## src/rtl/shiftreg_pkg.sv

```systemverilog
// Shared encodings for the serial-to-parallel deserializer: FSM states and
// bit-order selection.
package shiftreg_pkg;

  typedef enum logic {
    ST_IDLE  = 1'b0,
    ST_SHIFT = 1'b1
  } state_e;

  typedef enum logic {
    DIR_MSB_FIRST = 1'b0,
    DIR_LSB_FIRST = 1'b1
  } dir_e;

endpackage

```

## src/rtl/shiftreg_shift_core.sv

```systemverilog
// WIDTH-bit directional shift register; a load-clear shift starts a new word
// from an all-zero register with the incoming bit as its first bit.
module shiftreg_shift_core
  import shiftreg_pkg::*;
#(
  parameter int unsigned WIDTH = 8
) (
  input  logic             i_clk,
  input  logic             i_rst,
  input  logic             i_load_clr,
  input  logic             i_shift_en,
  input  dir_e             i_dir,
  input  logic             i_sin,
  output logic [WIDTH-1:0] o_word
);

  logic [WIDTH-1:0] r_word;
  logic [WIDTH-1:0] w_base;
  logic [WIDTH-1:0] w_next;

  always_comb begin
    w_base = i_load_clr ? '0 : r_word;
    w_next = w_base;
    case (i_dir)
      DIR_MSB_FIRST: w_next = {w_base[WIDTH-2:0], i_sin};
      DIR_LSB_FIRST: w_next = {i_sin, w_base[WIDTH-1:1]};
      default:       w_next = w_base;
    endcase
  end

  always_ff @(posedge i_clk or posedge i_rst) begin
    if (i_rst) begin
      r_word <= '0;
    end else if (i_shift_en) begin
      r_word <= w_next;
    end else if (i_load_clr) begin
      r_word <= '0;
    end
  end

  assign o_word = r_word;

endmodule

```

## src/rtl/shiftreg_deser.sv

```systemverilog
// Framed serial-to-parallel deserializer with a one-entry output holding
// register and sticky overrun / framing-error flags.
module shiftreg_deser
  import shiftreg_pkg::*;
#(
  parameter int unsigned WIDTH = 8
) (
  input  logic             CLOCK,
  input  logic             CLEAR,
  input  logic             SIN,
  input  logic             SIN_VALID,
  input  logic             FRAME,
  input  logic             DIR,
  input  logic             CLR_ERR,
  input  logic             DOUT_READY,
  output logic [WIDTH-1:0] DOUT,
  output logic             DOUT_VALID,
  output logic             BUSY,
  output logic             OVERRUN,
  output logic             FRAME_ERR
);

  localparam int unsigned CW = $clog2(WIDTH);
  localparam logic [CW-1:0] LAST = CW'(WIDTH - 1);

  state_e           r_state;
  state_e           w_state_nxt;
  logic [CW-1:0]    r_count;
  logic [CW-1:0]    w_count_nxt;
  dir_e             r_dir;
  dir_e             w_dir_nxt;
  logic [WIDTH-1:0] r_dout;
  logic             r_dout_valid;
  logic             r_overrun;
  logic             r_frame_err;

  logic             w_load_clr;
  logic             w_shift_en;
  logic             w_done;
  logic             w_ferr_evt;
  logic             w_load;
  logic             w_ovr_evt;
  logic [WIDTH-1:0] w_word;
  logic [WIDTH-1:0] w_done_word;

  always_ff @(posedge CLOCK or posedge CLEAR) begin
    if (CLEAR) begin
      r_state <= ST_IDLE;
      r_count <= '0;
      r_dir   <= DIR_MSB_FIRST;
    end else begin
      r_state <= w_state_nxt;
      r_count <= w_count_nxt;
      r_dir   <= w_dir_nxt;
    end
  end

  always_comb begin
    w_state_nxt = r_state;
    w_count_nxt = r_count;
    w_dir_nxt   = r_dir;
    w_load_clr  = 1'b0;
    w_shift_en  = 1'b0;
    w_done      = 1'b0;
    w_ferr_evt  = 1'b0;
    case (r_state)
      ST_IDLE: begin
        if (SIN_VALID && FRAME) begin
          w_load_clr  = 1'b1;
          w_shift_en  = 1'b1;
          w_dir_nxt   = dir_e'(DIR);
          w_count_nxt = CW'(1);
          w_state_nxt = ST_SHIFT;
        end
      end
      ST_SHIFT: begin
        if (SIN_VALID) begin
          w_shift_en = 1'b1;
          // A new FRAME restarts the word even on what would be its last bit.
          if (FRAME) begin
            w_ferr_evt  = 1'b1;
            w_load_clr  = 1'b1;
            w_dir_nxt   = dir_e'(DIR);
            w_count_nxt = CW'(1);
          end else if (r_count == LAST) begin
            w_done      = 1'b1;
            w_count_nxt = '0;
            w_state_nxt = ST_IDLE;
          end else begin
            w_count_nxt = r_count + CW'(1);
          end
        end
      end
      default: w_state_nxt = ST_IDLE;
    endcase
  end

  shiftreg_shift_core #(
    .WIDTH(WIDTH)
  ) u_core (
    .i_clk     (CLOCK),
    .i_rst     (CLEAR),
    .i_load_clr(w_load_clr),
    .i_shift_en(w_shift_en),
    .i_dir     (w_dir_nxt),
    .i_sin     (SIN),
    .o_word    (w_word)
  );

  // The holding register captures the word as it stands after the final shift,
  // so it is formed here rather than waiting a cycle for the core to settle.
  always_comb begin
    w_done_word = w_word;
    case (r_dir)
      DIR_MSB_FIRST: w_done_word = {w_word[WIDTH-2:0], SIN};
      DIR_LSB_FIRST: w_done_word = {SIN, w_word[WIDTH-1:1]};
      default:       w_done_word = w_word;
    endcase
  end

  always_comb begin
    w_load    = w_done && (!r_dout_valid || DOUT_READY);
    w_ovr_evt = w_done && !w_load;
  end

  always_ff @(posedge CLOCK or posedge CLEAR) begin
    if (CLEAR) begin
      r_dout       <= '0;
      r_dout_valid <= 1'b0;
      r_overrun    <= 1'b0;
      r_frame_err  <= 1'b0;
    end else begin
      if (w_load) begin
        r_dout       <= w_done_word;
        r_dout_valid <= 1'b1;
      end else if (DOUT_READY) begin
        r_dout_valid <= 1'b0;
      end
      r_overrun   <= (r_overrun & ~CLR_ERR) | w_ovr_evt;
      r_frame_err <= (r_frame_err & ~CLR_ERR) | w_ferr_evt;
    end
  end

  assign DOUT       = r_dout;
  assign DOUT_VALID = r_dout_valid;
  assign BUSY       = (r_state == ST_SHIFT);
  assign OVERRUN    = r_overrun;
  assign FRAME_ERR  = r_frame_err;

endmodule

```

## config.mk

```make
export PLATFORM = sky130hd
export DESIGN_NAME = shiftreg_deser
export DESIGN_NICKNAME = d
export VERILOG_FILES = /design/src/rtl/shiftreg_pkg.sv /design/src/rtl/shiftreg_shift_core.sv /design/src/rtl/shiftreg_deser.sv
export SDC_FILE = /design/constraint.sdc
export NUM_CORES = 1
export LEC_CHECK = 0
export BUFFER_PORTS_ARGS = -buffer_cell sky130_fd_sc_hd__buf_2
export CAP_MARGIN = 20
export CORE_MARGIN = 2
export CORE_UTILIZATION = 57
export CTS_BUF_LIST = sky130_fd_sc_hd__clkbuf_16
export DETAILED_ROUTE_END_ITERATION = 10
export HOLD_SLACK_MARGIN = 0.1
export PLACE_DENSITY_LB_ADDON = 0.2
export SKIP_CTS_REPAIR_TIMING = 1
export SYNTH_ARGS = -nofsm -noshare
export SYNTH_HDL_FRONTEND = slang
export SYNTH_SLANG_ARGS = --single-unit
```

## constraint.sdc

```tcl
create_clock -name CLOCK -period 2.2 [get_ports CLOCK]
set_input_delay 0.44 -clock CLOCK [delete_from_list [all_inputs] [get_ports CLOCK]]
set_output_delay 0.44 -clock CLOCK [all_outputs]
set_load 0.02 [all_outputs]
```

==> results list <==
- Layout overhead on the synthesized area: 15.7%
- The count of nets left with antenna violations once routing finished came out at 0.
* Netlist cell types: 29
- Of the synthesized area, sequential elements account for 53.9%.
* Met1 Resource Use GR: 27.1%
* Result of the run: complete, no violations
* Synth Instances: 96
- Number of clock buffers inserted by TritonCTS: 3
* Count of input and output buffers: 19
- The die is 48.2 um tall.
* Final critical path time including I/O delays and setup: 1.61 ns
- Detailed placement ended at an HPWL of 1560 um.
- Startpoint type of the worst setup path: flop
- In this run the worst path has a maximum fanout of 10.
- Grt met2 use: 35.0%
- Across every metal layer, demand over resource in global routing totals 21.9%.
* Maximum root-to-sink buffer count: 2
- Starting Density: 62.5%
* Detail-routed via count per cell: 5.67
- The hold violation total from the final report was 0.
- DIE WIDTH: 48.2 um
* Area occupied by registers: 601 um^2
* Detailed Routing Iterations Pass 1: 4
- Cell chosen for the clock root: sky130_fd_sc_hd__clkbuf_16
- In this run the number of H-tree levels came out at 1.
- Setup violations remaining at the end of the flow were counted as 0.
* Required time reported for the critical path endpoint: 2.34 ns
- Post-detailed-route wirelength per cell: 15.5 um
- RePlAce Congestion: 0.820
- Power Density: 874 nW/um^2
* Multi-input combinational cell area: 454 um^2
- Via count: 794
* Post-route setup TNS: 0 ns
- Path category of the worst min-delay check: in2async
- Final WL: 2170 um
- For the pin with the worst max-slew slack, the measured transition is 0.481 ns.
- Most Used Layer, Global Route: met2
- Summing every instance area after synthesis gives 1110 um^2.
* Critical path endpoint category: flop
- Headroom to the max-slew limit came out at 67.7%.
- In the synthesized netlist the async set-or-reset flop fraction comes to 100%.
- After the first detailed-routing iteration, the DRC count stood at 15.
* Period utilization: 73.4%
* Max-slew violation count: 0
- Global routing consumed, on the met3 layer, 4.81% of the routing resources.
* Yosys warnings: 0
- Entering global routing, the biggest net connects 25 pins.
- TritonCTS built the clock tree.
- Worst path arrival time: 1.75 ns
- The number of antenna violations at the first check in global routing was 0.
- VDD IR-drop max: 0.000683 V
- Clock latency on the worst-skew pair, taken at its later pin, is 0.25 ns.
- The region available for standard cell placement spans 1780 um^2.
- Final Skew: 0.00247 ns
- Max-cap check violation count: 0
* Crit Path Category: reg2reg
- Syn Nets: 106
* Fillers: 132
- After detailed routing, the number of remaining DRC violations is 0.
- Top-level I/O count: 20
- Summing all placed instances gives a cell area of 1210 um^2.
- RSZ-0062 raised after global routing: false
- Finished Cell Area: 1290 um^2
- Leakage power: 0.000690 uW
- Row Count: 15
- Summed over its instances, the top area cell type makes up 53.9% of the synthesized netlist area.
- Dominant cells by area after synthesis: sky130_fd_sc_hd__dfrtp_1, sky130_fd_sc_hd__mux2_2, sky130_fd_sc_hd__nand2_1
- Number of enable-type register cells in the synthesized netlist: 0
* Fraction of layout instances using a drive strength above 1: 34.8%
* CTS sink cnt: 24
* Max frequency: 619 MHz
* Wire length of the first global-routing pass: 3350 um
* Mean area per synthesized cell: 11.6 um^2
- Antenna Diode Count: 0
- Via count of the first global-routing pass: 782
- Cell accounting for the most synthesized area: sky130_fd_sc_hd__dfrtp_1
* Clock slew seen by the registers of the worst setup and hold paths: 0.06 ns
- Prevailing post-synth register cell: sky130_fd_sc_hd__dfrtp_1
- Number of flip-flops and latches in the synthesized netlist: 24
- For this run the aggregate overflow at the end of global routing stands at 0.
- The net count of the finished layout is 126.
- Die Outline Area: 2330 um^2
[worst paths after layout]
| path | from | endpoint | slack (ns) | cells after the start |
|---|---|---|---|---|
| max | BUSY | DOUT[6] | 0.59 | 3 |
| max reg2reg | BUSY | DOUT[6] | 0.59 | 3 |
| min in group CLOCK | CLR_ERR | FRAME_ERR | 0.38 | 2 |
| max in group asynchronous | CLEAR | DOUT[0] | 1.75 | 3 |
| min | CLEAR | DOUT[4] | 0.22 | 3 |
| min reg2reg | DOUT[3] | DOUT[3] | 0.51 | 1 |
[layout make-up]
| type | instances | area share [%] |
|---|---|---|
| Sequential cell | 24 | 46.6 |
| Multi-Input combinational cell | 61 | 35.2 |
| Timing Repair Buffer | 20 | 7.95 |
| Clock buffer | 3 | 5.82 |
| Tap cell | 25 | 2.42 |
| Inverter | 6 | 1.75 |
| Clock inverter | 1 | 0.291 |
[layout by cell type, fill, tap and decap left out]
cell and count:
sky130_fd_sc_hd__nand4_1 1, sky130_fd_sc_hd__buf_4 1, sky130_fd_sc_hd__mux2_2 12, sky130_fd_sc_hd__a21o_1 2, sky130_fd_sc_hd__nand3_1 2, sky130_fd_sc_hd__a21oi_1 1
sky130_fd_sc_hd__a22o_1 2, sky130_fd_sc_hd__a211oi_1 1, sky130_fd_sc_hd__nand3_4 1, sky130_fd_sc_hd__nand2b_1 1, sky130_fd_sc_hd__dfrtp_1 24, sky130_fd_sc_hd__buf_2 19
sky130_fd_sc_hd__ha_1 2, sky130_fd_sc_hd__nor2_1 2, sky130_fd_sc_hd__clkbuf_16 3, sky130_fd_sc_hd__a22o_2 3, sky130_fd_sc_hd__o22ai_1 1, sky130_fd_sc_hd__o21ai_0 6
sky130_fd_sc_hd__and3_2 1, sky130_fd_sc_hd__nor2b_1 1, sky130_fd_sc_hd__o32a_1 1, sky130_fd_sc_hd__and3b_1 1, sky130_fd_sc_hd__mux2i_1 2, sky130_fd_sc_hd__o21ai_1 1
sky130_fd_sc_hd__inv_1 6, sky130_fd_sc_hd__o31ai_1 1, sky130_fd_sc_hd__a31oi_1 1, sky130_fd_sc_hd__clkinv_1 1, sky130_fd_sc_hd__nand2_1 13, sky130_fd_sc_hd__o21a_1 2
[state kept, by name (all words and copies together), names as in the netlist]
signal	flops
OVERRUN	1
r_dir	1
r_count	3
DOUT_VALID	1
BUSY	1
FRAME_ERR	1
DOUT	8
u_core.o_word	8
[critical path, stage by stage (launching register included)]
cell	delay, ns
sky130_fd_sc_hd__dfrtp_1	0.50
sky130_fd_sc_hd__and3b_1	0.46
sky130_fd_sc_hd__nand3_4	0.21
sky130_fd_sc_hd__mux2_2	0.33
[where the power goes]
group | switching, uW | leakage [uW] | internal, uW
clock | 141 | 0.0000385 | 242
sequential | 44.3 | 0.000312 | 496
combinational | 116 | 0.000340 | 88.9
total | 301 | 0.000690 | 827
[cell families (layout without fill, tap and decap cells)]
| kind of cell | after synthesis | after routing | synth area share, % |
|---|---|---|---|
| DFF | 24 | 24 | 53.9 |
| and+or+nand+nor | 23 | 23 | 10.7 |
| AOI/OAI and AO/OA | 22 | 22 | 13.9 |
| muxes | 14 | 14 | 13.9 |
| buffers and inverters | 11 | 30 | 5.39 |
| adders and majority gates | 2 | 2 | 2.24 |
[per-stage QoR]
step	power [uW]	util (%)	hold WS, ns	setup slack, ns	instances
after CTS	1140	72.4	0.222	0.608	140
after floorplan	687	-	0.455	0.698	96
after detailed placement	753	67.9	0.491	0.473	136
final	1130	72.4	0.215	0.586	140
after global routing	1180	72.4	0.250	0.546	140
after global placement	739	67.9	0.484	0.532	136
[synth_stat cells, drive strengths merged, types with 2 or more instances]
cell and n:
dfrtp 24, nand2 13, mux2 12, o21ai 7, inv 6, a22o 5, buf 4, nand3 3
a21o 2, ha 2, mux2i 2, nor2 2, o21a 2
[layer usage]
metal | part of all wire [%] | routed length (um)
met1 | 44 | 953
met2 | 48 | 1050
met3 | 4.9 | 106
met4 | 2.7 | 58
met5 | 0 | 0
Power figures use the tool's default switching activity.
